--- src/rtl/q_extractor_pkg.sv ---
// ----------------------------------------------------------------------------
// q_extractor_pkg: widths, FSM states and Q saturation for the charge extractor
// Optional macro: Q_SIGNED_EN (signed samples, Q clamped to [-2^30, 2^30-1])
// Rev 1.0
// ----------------------------------------------------------------------------
`default_nettype none

package q_extractor_pkg;

    localparam int SAMPLE_W = 31;
    localparam int GSUM_W   = 33;
    localparam int ACC_W    = 40;

    typedef enum logic [1:0] {
        IDLE  = 2'd0,
        INTEG = 2'd1,
        POST  = 2'd2
    } state_t;

`ifdef Q_SIGNED_EN
    localparam logic signed [ACC_W-1:0] Q_MAX = ACC_W'((64'd1 << 30) - 64'd1);
    localparam logic signed [ACC_W-1:0] Q_MIN = ~Q_MAX;

    function automatic logic [SAMPLE_W-1:0] saturate(input logic [ACC_W-1:0] acc);
        logic signed [ACC_W-1:0] s;
        s = $signed(acc);
        if (s > Q_MAX)
            return Q_MAX[SAMPLE_W-1:0];
        else if (s < Q_MIN)
            return Q_MIN[SAMPLE_W-1:0];
        else
            return acc[SAMPLE_W-1:0];
    endfunction
`else
    function automatic logic [SAMPLE_W-1:0] saturate(input logic [ACC_W-1:0] acc);
        if (|acc[ACC_W-1:SAMPLE_W])
            return {SAMPLE_W{1'b1}};
        else
            return acc[SAMPLE_W-1:0];
    endfunction
`endif

endpackage

`default_nettype wire

--- src/rtl/q_history.sv ---
// ----------------------------------------------------------------------------
// q_history: DEPTH-deep delay line of group sums with a registered running sum
// Rev 1.0
// ----------------------------------------------------------------------------
`default_nettype none

module q_history
    import q_extractor_pkg::*;
#(
    parameter int DEPTH = 2
) (
    input  logic             clk,
    input  logic             reset_n,
    input  logic [ACC_W-1:0] g,
    output logic [ACC_W-1:0] sum
);

    generate
        if (DEPTH == 0) begin : g_none
            assign sum = '0;
        end else begin : g_line
            logic [ACC_W-1:0] taps [DEPTH];
            logic [ACC_W-1:0] run;

            // Running sum adds the newest group and drops the one leaving the line.
            always_ff @(posedge clk or negedge reset_n) begin
                if (!reset_n) begin
                    run <= '0;
                    for (int i = 0; i < DEPTH; i++) taps[i] <= '0;
                end else begin
                    taps[0] <= g;
                    for (int i = 1; i < DEPTH; i++) taps[i] <= taps[i-1];
                    run <= run + g - taps[DEPTH-1];
                end
            end

            assign sum = run;
        end
    endgenerate

endmodule

`default_nettype wire

--- src/rtl/q_extractor.sv ---
// ----------------------------------------------------------------------------
// q_extractor: integrates pulse charge over a trigger window with pre/post groups
// Optional macro: Q_SIGNED_EN (two's-complement samples). Rev 1.0
// ----------------------------------------------------------------------------
`default_nettype none

module q_extractor
    import q_extractor_pkg::*;
#(
    parameter int PRE_GROUPS  = 2,
    parameter int POST_GROUPS = 2,
    parameter int MAX_GROUPS  = 64
) (
    input  logic                clk,
    input  logic                reset_n,
    input  logic                trig,
    input  logic [SAMPLE_W-1:0] in_0,
    input  logic [SAMPLE_W-1:0] in_1,
    input  logic [SAMPLE_W-1:0] in_2,
    input  logic [SAMPLE_W-1:0] in_3,
    output logic                valid_out,
    output logic [SAMPLE_W-1:0] Q
);

    localparam int CNT_W  = $clog2(MAX_GROUPS + 2);
    localparam int PCNT_W = 4;

    logic [GSUM_W-1:0] gsum;
    logic [ACC_W-1:0]  g_ext;
    logic [ACC_W-1:0]  hist_sum;

`ifdef Q_SIGNED_EN
    assign gsum  = {{2{in_0[SAMPLE_W-1]}}, in_0} + {{2{in_1[SAMPLE_W-1]}}, in_1}
                 + {{2{in_2[SAMPLE_W-1]}}, in_2} + {{2{in_3[SAMPLE_W-1]}}, in_3};
    assign g_ext = {{(ACC_W-GSUM_W){gsum[GSUM_W-1]}}, gsum};
`else
    assign gsum  = {2'b00, in_0} + {2'b00, in_1} + {2'b00, in_2} + {2'b00, in_3};
    assign g_ext = {{(ACC_W-GSUM_W){1'b0}}, gsum};
`endif

    q_history #(
        .DEPTH (PRE_GROUPS)
    ) u_history (
        .clk     (clk),
        .reset_n (reset_n),
        .g       (g_ext),
        .sum     (hist_sum)
    );

    state_t              state, state_nxt;
    logic [ACC_W-1:0]    acc, acc_nxt;
    logic [CNT_W-1:0]    cnt, cnt_nxt;
    logic [PCNT_W-1:0]   pcnt, pcnt_nxt;
    logic                forced, forced_nxt;
    logic                lock, lock_nxt;
    logic                trig_prev;
    logic                fire;
    logic                rise;

    // A forced close keeps new windows shut until trig has been seen low.
    assign rise = trig && !trig_prev && !lock;

    always_comb begin
        state_nxt  = state;
        acc_nxt    = acc;
        cnt_nxt    = cnt;
        pcnt_nxt   = pcnt;
        forced_nxt = forced;
        fire       = 1'b0;
        case (state)
            IDLE: begin
                if (rise) begin
                    acc_nxt    = hist_sum + g_ext;
                    cnt_nxt    = CNT_W'(PRE_GROUPS + 1);
                    forced_nxt = 1'b0;
                    state_nxt  = INTEG;
                end
            end
            INTEG: begin
                if (trig) begin
                    acc_nxt = acc + g_ext;
                    cnt_nxt = cnt + CNT_W'(1);
                    if (cnt_nxt >= CNT_W'(MAX_GROUPS)) begin
                        forced_nxt = 1'b1;
                        pcnt_nxt   = '0;
                        if (POST_GROUPS == 0) begin
                            fire      = 1'b1;
                            state_nxt = IDLE;
                        end else begin
                            state_nxt = POST;
                        end
                    end
                end else if (POST_GROUPS == 0) begin
                    fire      = 1'b1;
                    state_nxt = IDLE;
                end else begin
                    acc_nxt  = acc + g_ext;
                    pcnt_nxt = PCNT_W'(1);
                    if (POST_GROUPS == 1) begin
                        fire      = 1'b1;
                        state_nxt = IDLE;
                    end else begin
                        state_nxt = POST;
                    end
                end
            end
            POST: begin
                acc_nxt  = acc + g_ext;
                pcnt_nxt = pcnt + PCNT_W'(1);
                // A retrigger inside the tail merges both pulses into one Q.
                if (trig && !forced) begin
                    cnt_nxt   = cnt + CNT_W'(1);
                    state_nxt = INTEG;
                end else if (pcnt_nxt == PCNT_W'(POST_GROUPS)) begin
                    fire      = 1'b1;
                    state_nxt = IDLE;
                end
            end
            default: state_nxt = IDLE;
        endcase
    end

    assign lock_nxt = (fire && forced_nxt) ? trig : (lock && trig);

    always_ff @(posedge clk or negedge reset_n) begin
        if (!reset_n) begin
            state     <= IDLE;
            acc       <= '0;
            cnt       <= '0;
            pcnt      <= '0;
            forced    <= 1'b0;
            lock      <= 1'b0;
            trig_prev <= 1'b0;
            valid_out <= 1'b0;
            Q         <= '0;
        end else begin
            state     <= state_nxt;
            acc       <= acc_nxt;
            cnt       <= cnt_nxt;
            pcnt      <= pcnt_nxt;
            forced    <= forced_nxt;
            lock      <= lock_nxt;
            trig_prev <= trig;
            valid_out <= fire;
            if (fire)
                Q <= saturate(acc_nxt);
        end
    end

endmodule

`default_nettype wire

--- config.mk ---
export PLATFORM = sky130hd
export DESIGN_NAME = q_extractor
export DESIGN_NICKNAME = d
export VERILOG_FILES = /design/src/rtl/q_extractor_pkg.sv /design/src/rtl/q_history.sv /design/src/rtl/q_extractor.sv
export SDC_FILE = /design/constraint.sdc
export NUM_CORES = 1
export LEC_CHECK = 0
export CORE_MARGIN = 2
export CORE_UTILIZATION = 42
export CTS_CLUSTER_DIAMETER = 120
export DETAILED_ROUTE_END_ITERATION = 6
export PLACE_DENSITY = 0.71
export SETUP_SLACK_MARGIN = 0.5
export SLEW_MARGIN = 10
export SYNTH_ARGS = -nofsm -noshare
export SYNTH_HDL_FRONTEND = slang
export SYNTH_SLANG_ARGS = --single-unit
--- constraint.sdc ---
create_clock -name clk -period 6.3 [get_ports clk]
set_clock_uncertainty 0.2 [all_clocks]
set_input_delay 0.63 -clock clk [delete_from_list [all_inputs] [get_ports clk]]
set_output_delay 0.63 -clock clk [all_outputs]
set_load 0.02 [all_outputs]
==> flow_summary_export.csv <==
group,metric,value,unit
floorplanning,core_area,37400,µm²
timing,rsz0062_at_grt,"true",
setup_path,path_class,"in -> reg",
global_route,overflow,0,
timing,hold_violations,1,
setup_path,cp.arrival,7.62,ns
setup_path,cp-start-kind,"input port",
cts,cts_max_level,4,
setup_path,critPathBufInv,6,
timing,post-route-min-period,7.438,ns
floorplanning,dieWidth,198.0,µm
synthesis,yosys_warnings,0,
placement,dp_hpwl,36360,µm
placement,gp_congestion,0.8798,
setup_path,cpMostUsedCell,"a21oi_2",
timing,drv_slew,0,
layout,diodes,0,
detailed_routing,num_vias,16120,
setup_path,crit_slowest_cell,"fa_1",
synthesis,synth_edf_count,0,
cts,clk-insertion-delay-late,0.47,ns
synthesis,synth_seq_area_share,30.71,%
detailed_routing,via_per_inst,5.414,
detailed_routing,ant_nets,0,
job,drv_cap,0,
detailed_routing,route.detailed.drc,0,
cts,cts_buffer_depth,2,
layout,drive_above_1_share,42.01,%
timing,max_slew_margin,25.72,%
detailed_routing,wirelength,53990,µm
detailed_routing,wl_met1,21760,µm
setup_path,cp.required,6.49,ns
hold_path,min_path_type,"in -> async",
timing,fmax,0.1345,GHz
layout,nFillCells,2683,
setup_path,crit_family,"compound AO/OA/AOI/OAI gates",
synthesis,ys_ff_latch,194,
timing,whs,-0.001446,ns
global_route,grt_pass1_wl,80440,µm
timing,setup_tns,-49.23,ns
cts,cts_made_buffers,17,
setup_path,r2r_setup_slack,0.97,ns
cts,ctsRootBufferMaster,"clkbuf_16",
global_route,grtUsageTotal,25.76,%
layout,area_delta_synth_final,60.64,%
timing,max_slew.worst_pin.slew,1.110,ns
global_route,first_global_vias,16360,
detailed_routing,dr_wl_met2,27800,µm
setup_path,path_depth,35,
timing,fin_ws,-1.138,ns
placement,pre_cts_ws,-2.291,ns
synthesis,syn-cell-area,15810,µm²
global_route,antenna_found_initial,1,
setup_path,worst_r2r_path_depth,19,
detailed_routing,dr.pass1.iters,5,
floorplanning,initial_core_util,42.27,%
floorplanning,ios,159,
setup_path,critPathMaxFanout,5,
floorplanning,placement_rows,71,
timing,fin_crit_sh,118.1,%
global_route,grt_max_degree,84,
layout,fin_util,67.90,%
synthesis,syn_inst,1759,
run_status,violations,"negative hold slack, negative setup slack",
detailed_routing,routed-wl-met3,2555,µm
synthesis,syn_area_per_cell,8.987,µm²
layout,nets,2791,
synthesis,ys.flop_type,"dfrtp_1",
cts,cts_tree,"yes",
synthesis,synth_cell_type_count,82,
detailed_routing,top_layer,"met4",
cts,cts_num_sinks,194,
cts,ctsHoldBuffers,0,
detailed_routing,first_iter_violations,914,
detailed_routing,wl_per_cell,18.13,µm
synthesis,syn_nets,2097,
timing,setup_viol,61,
floorplanning,die_height,198.0,µm
floorplanning,die_area,39210,µm²
cts,clk_pin_slew,0.08,ns
synthesis,synthArstFlopShare,100.0,%
setup_path,crit_path_end_kind,"flop",
setup_path,crit_path_max_incr_delay,0.54,ns
placement,io_buffers,158,
run_status,status,"finished with violations",
[synth_stat cells, drive strengths merged (7+ instances only)]
cell | count | share of area [%]
or3 | 14 | 0.55
a21oi | 153 | 5.4
xor2 | 44 | 2.4
ha | 146 | 12
fa | 65 | 8.2
and2 | 12 | 0.47
nor2 | 129 | 3.1
a21boi | 7 | 0.33
a22o | 7 | 0.39
nor2b | 20 | 0.79
nand4 | 21 | 0.93
a22oi | 18 | 0.85
and3 | 23 | 0.91
inv | 228 | 5.4
clkbuf | 36 | 0.85
nand3 | 34 | 1.1
nor3 | 24 | 0.83
a31oi | 16 | 0.63
nand2 | 111 | 2.6
nand2b | 34 | 1.3
o21a | 22 | 1.0
buf | 8 | 0.36
a41o | 7 | 0.44
o21bai | 18 | 0.85
dfrtp | 194 | 31
o31ai | 9 | 0.51
a21o | 64 | 3.0
o211ai | 13 | 0.65
xnor2 | 83 | 4.6
o21ai | 97 | 3.1
[logic make-up (layout without fill, tap and decap cells)]
kind of cell | Yosys count | count (layout) | share of synthesized area, %
muxes | 4 | 4 | 0.2691
buffers and inverters | 272 | 979 | 6.633
adders and majority gates | 211 | 211 | 19.79
DFF | 194 | 194 | 30.71
AOI/OAI and AO/OA | 500 | 500 | 21.41
xor gates and xnor gates | 127 | 127 | 7.037
and+or+nand+nor | 451 | 451 | 14.15
[path summary, 6_finish.rpt]
path,end,startpoint
setup / recovery,u_history.sum[38],in_2[2]
min in group clk,u_history.g_line.taps[19],u_history.g_line.taps[59]
hold / removal,u_history.g_line.taps[1],reset_n
max in group asynchronous,pcnt[3],reset_n
hold reg to reg,u_history.g_line.taps[19],u_history.g_line.taps[59]
setup reg to reg,u_history.sum[38],u_history.sum[1]
[layout make-up]
type,instances,area [µm²],area share (%)
clock buffers,17,425.4,1.675
inverters,228,865.8,3.410
repair buffers,719,6070,23.90
clock inverters,15,157.7,0.6208
flip-flops and latches,194,4855,19.12
well taps,511,639.4,2.518
multi-input cells,1293,12380,48.76
[metal layers]
layer / up-vias / global-route usage [%]
li1: 7454 / -
met1: 7986 / 31.37
met2: 520 / 46.58
met3: 158 / 3.798
met4: 0 / 8.466
met5: - / 0
[cell usage in the layout (no fill, tap or decap), types with 13 or more instances in the layout]
master,netlist,layout
a21o_1,64,64
a21oi_1,131,61
a21oi_2,21,73
a21oi_4,1,19
a22oi_1,18,15
buf_4,0,494
buf_6,3,58
clkbuf_16,0,18
clkdlybuf4s50_1,0,106
dfrtp_1,194,194
dlygate4sd2_1,0,31
fa_1,65,57
ha_1,146,105
ha_4,0,35
inv_1,227,187
inv_2,1,39
nand2_1,111,99
nand2b_1,34,32
nand3_1,34,25
nand4_1,20,20
nor2_1,129,110
nor2_2,0,15
nor2b_1,20,13
o21a_1,22,20
o21ai_0,90,46
o21ai_1,5,15
o21ai_2,2,26
o21bai_1,18,13
xnor2_1,83,51
xnor2_2,0,26
xor2_1,44,31
[stage by stage]
stage	instance area, µm²	hold slack, ns	cells
floorplan	16060	0.1312	1759
global placement	21460	0.1328	2836
detailed placement	21460	0.1364	2836
CTS	24030	0.04127	2943
global route	25390	0.05701	2977
finish	25390	-0.001446	2977
[timing repair]
item	CTS	global route
setup buffers	73	33
setup endpoints to repair	87	84
pin swaps	180	81
gates resized for setup	399	220
cloned	2	1
[sequential cells by signal, indices dropped and copies added (netlist names)]
register	count
u_history.sum	40
valid_out	1
Q	31
pcnt	4
cnt	7
forced	1
state	2
u_history.g_line.taps	66
acc	40
trig_prev	1
lock	1
Power is not shown: default switching activity piles up to over one toggle a cycle in this logic, so the estimate is an artifact.
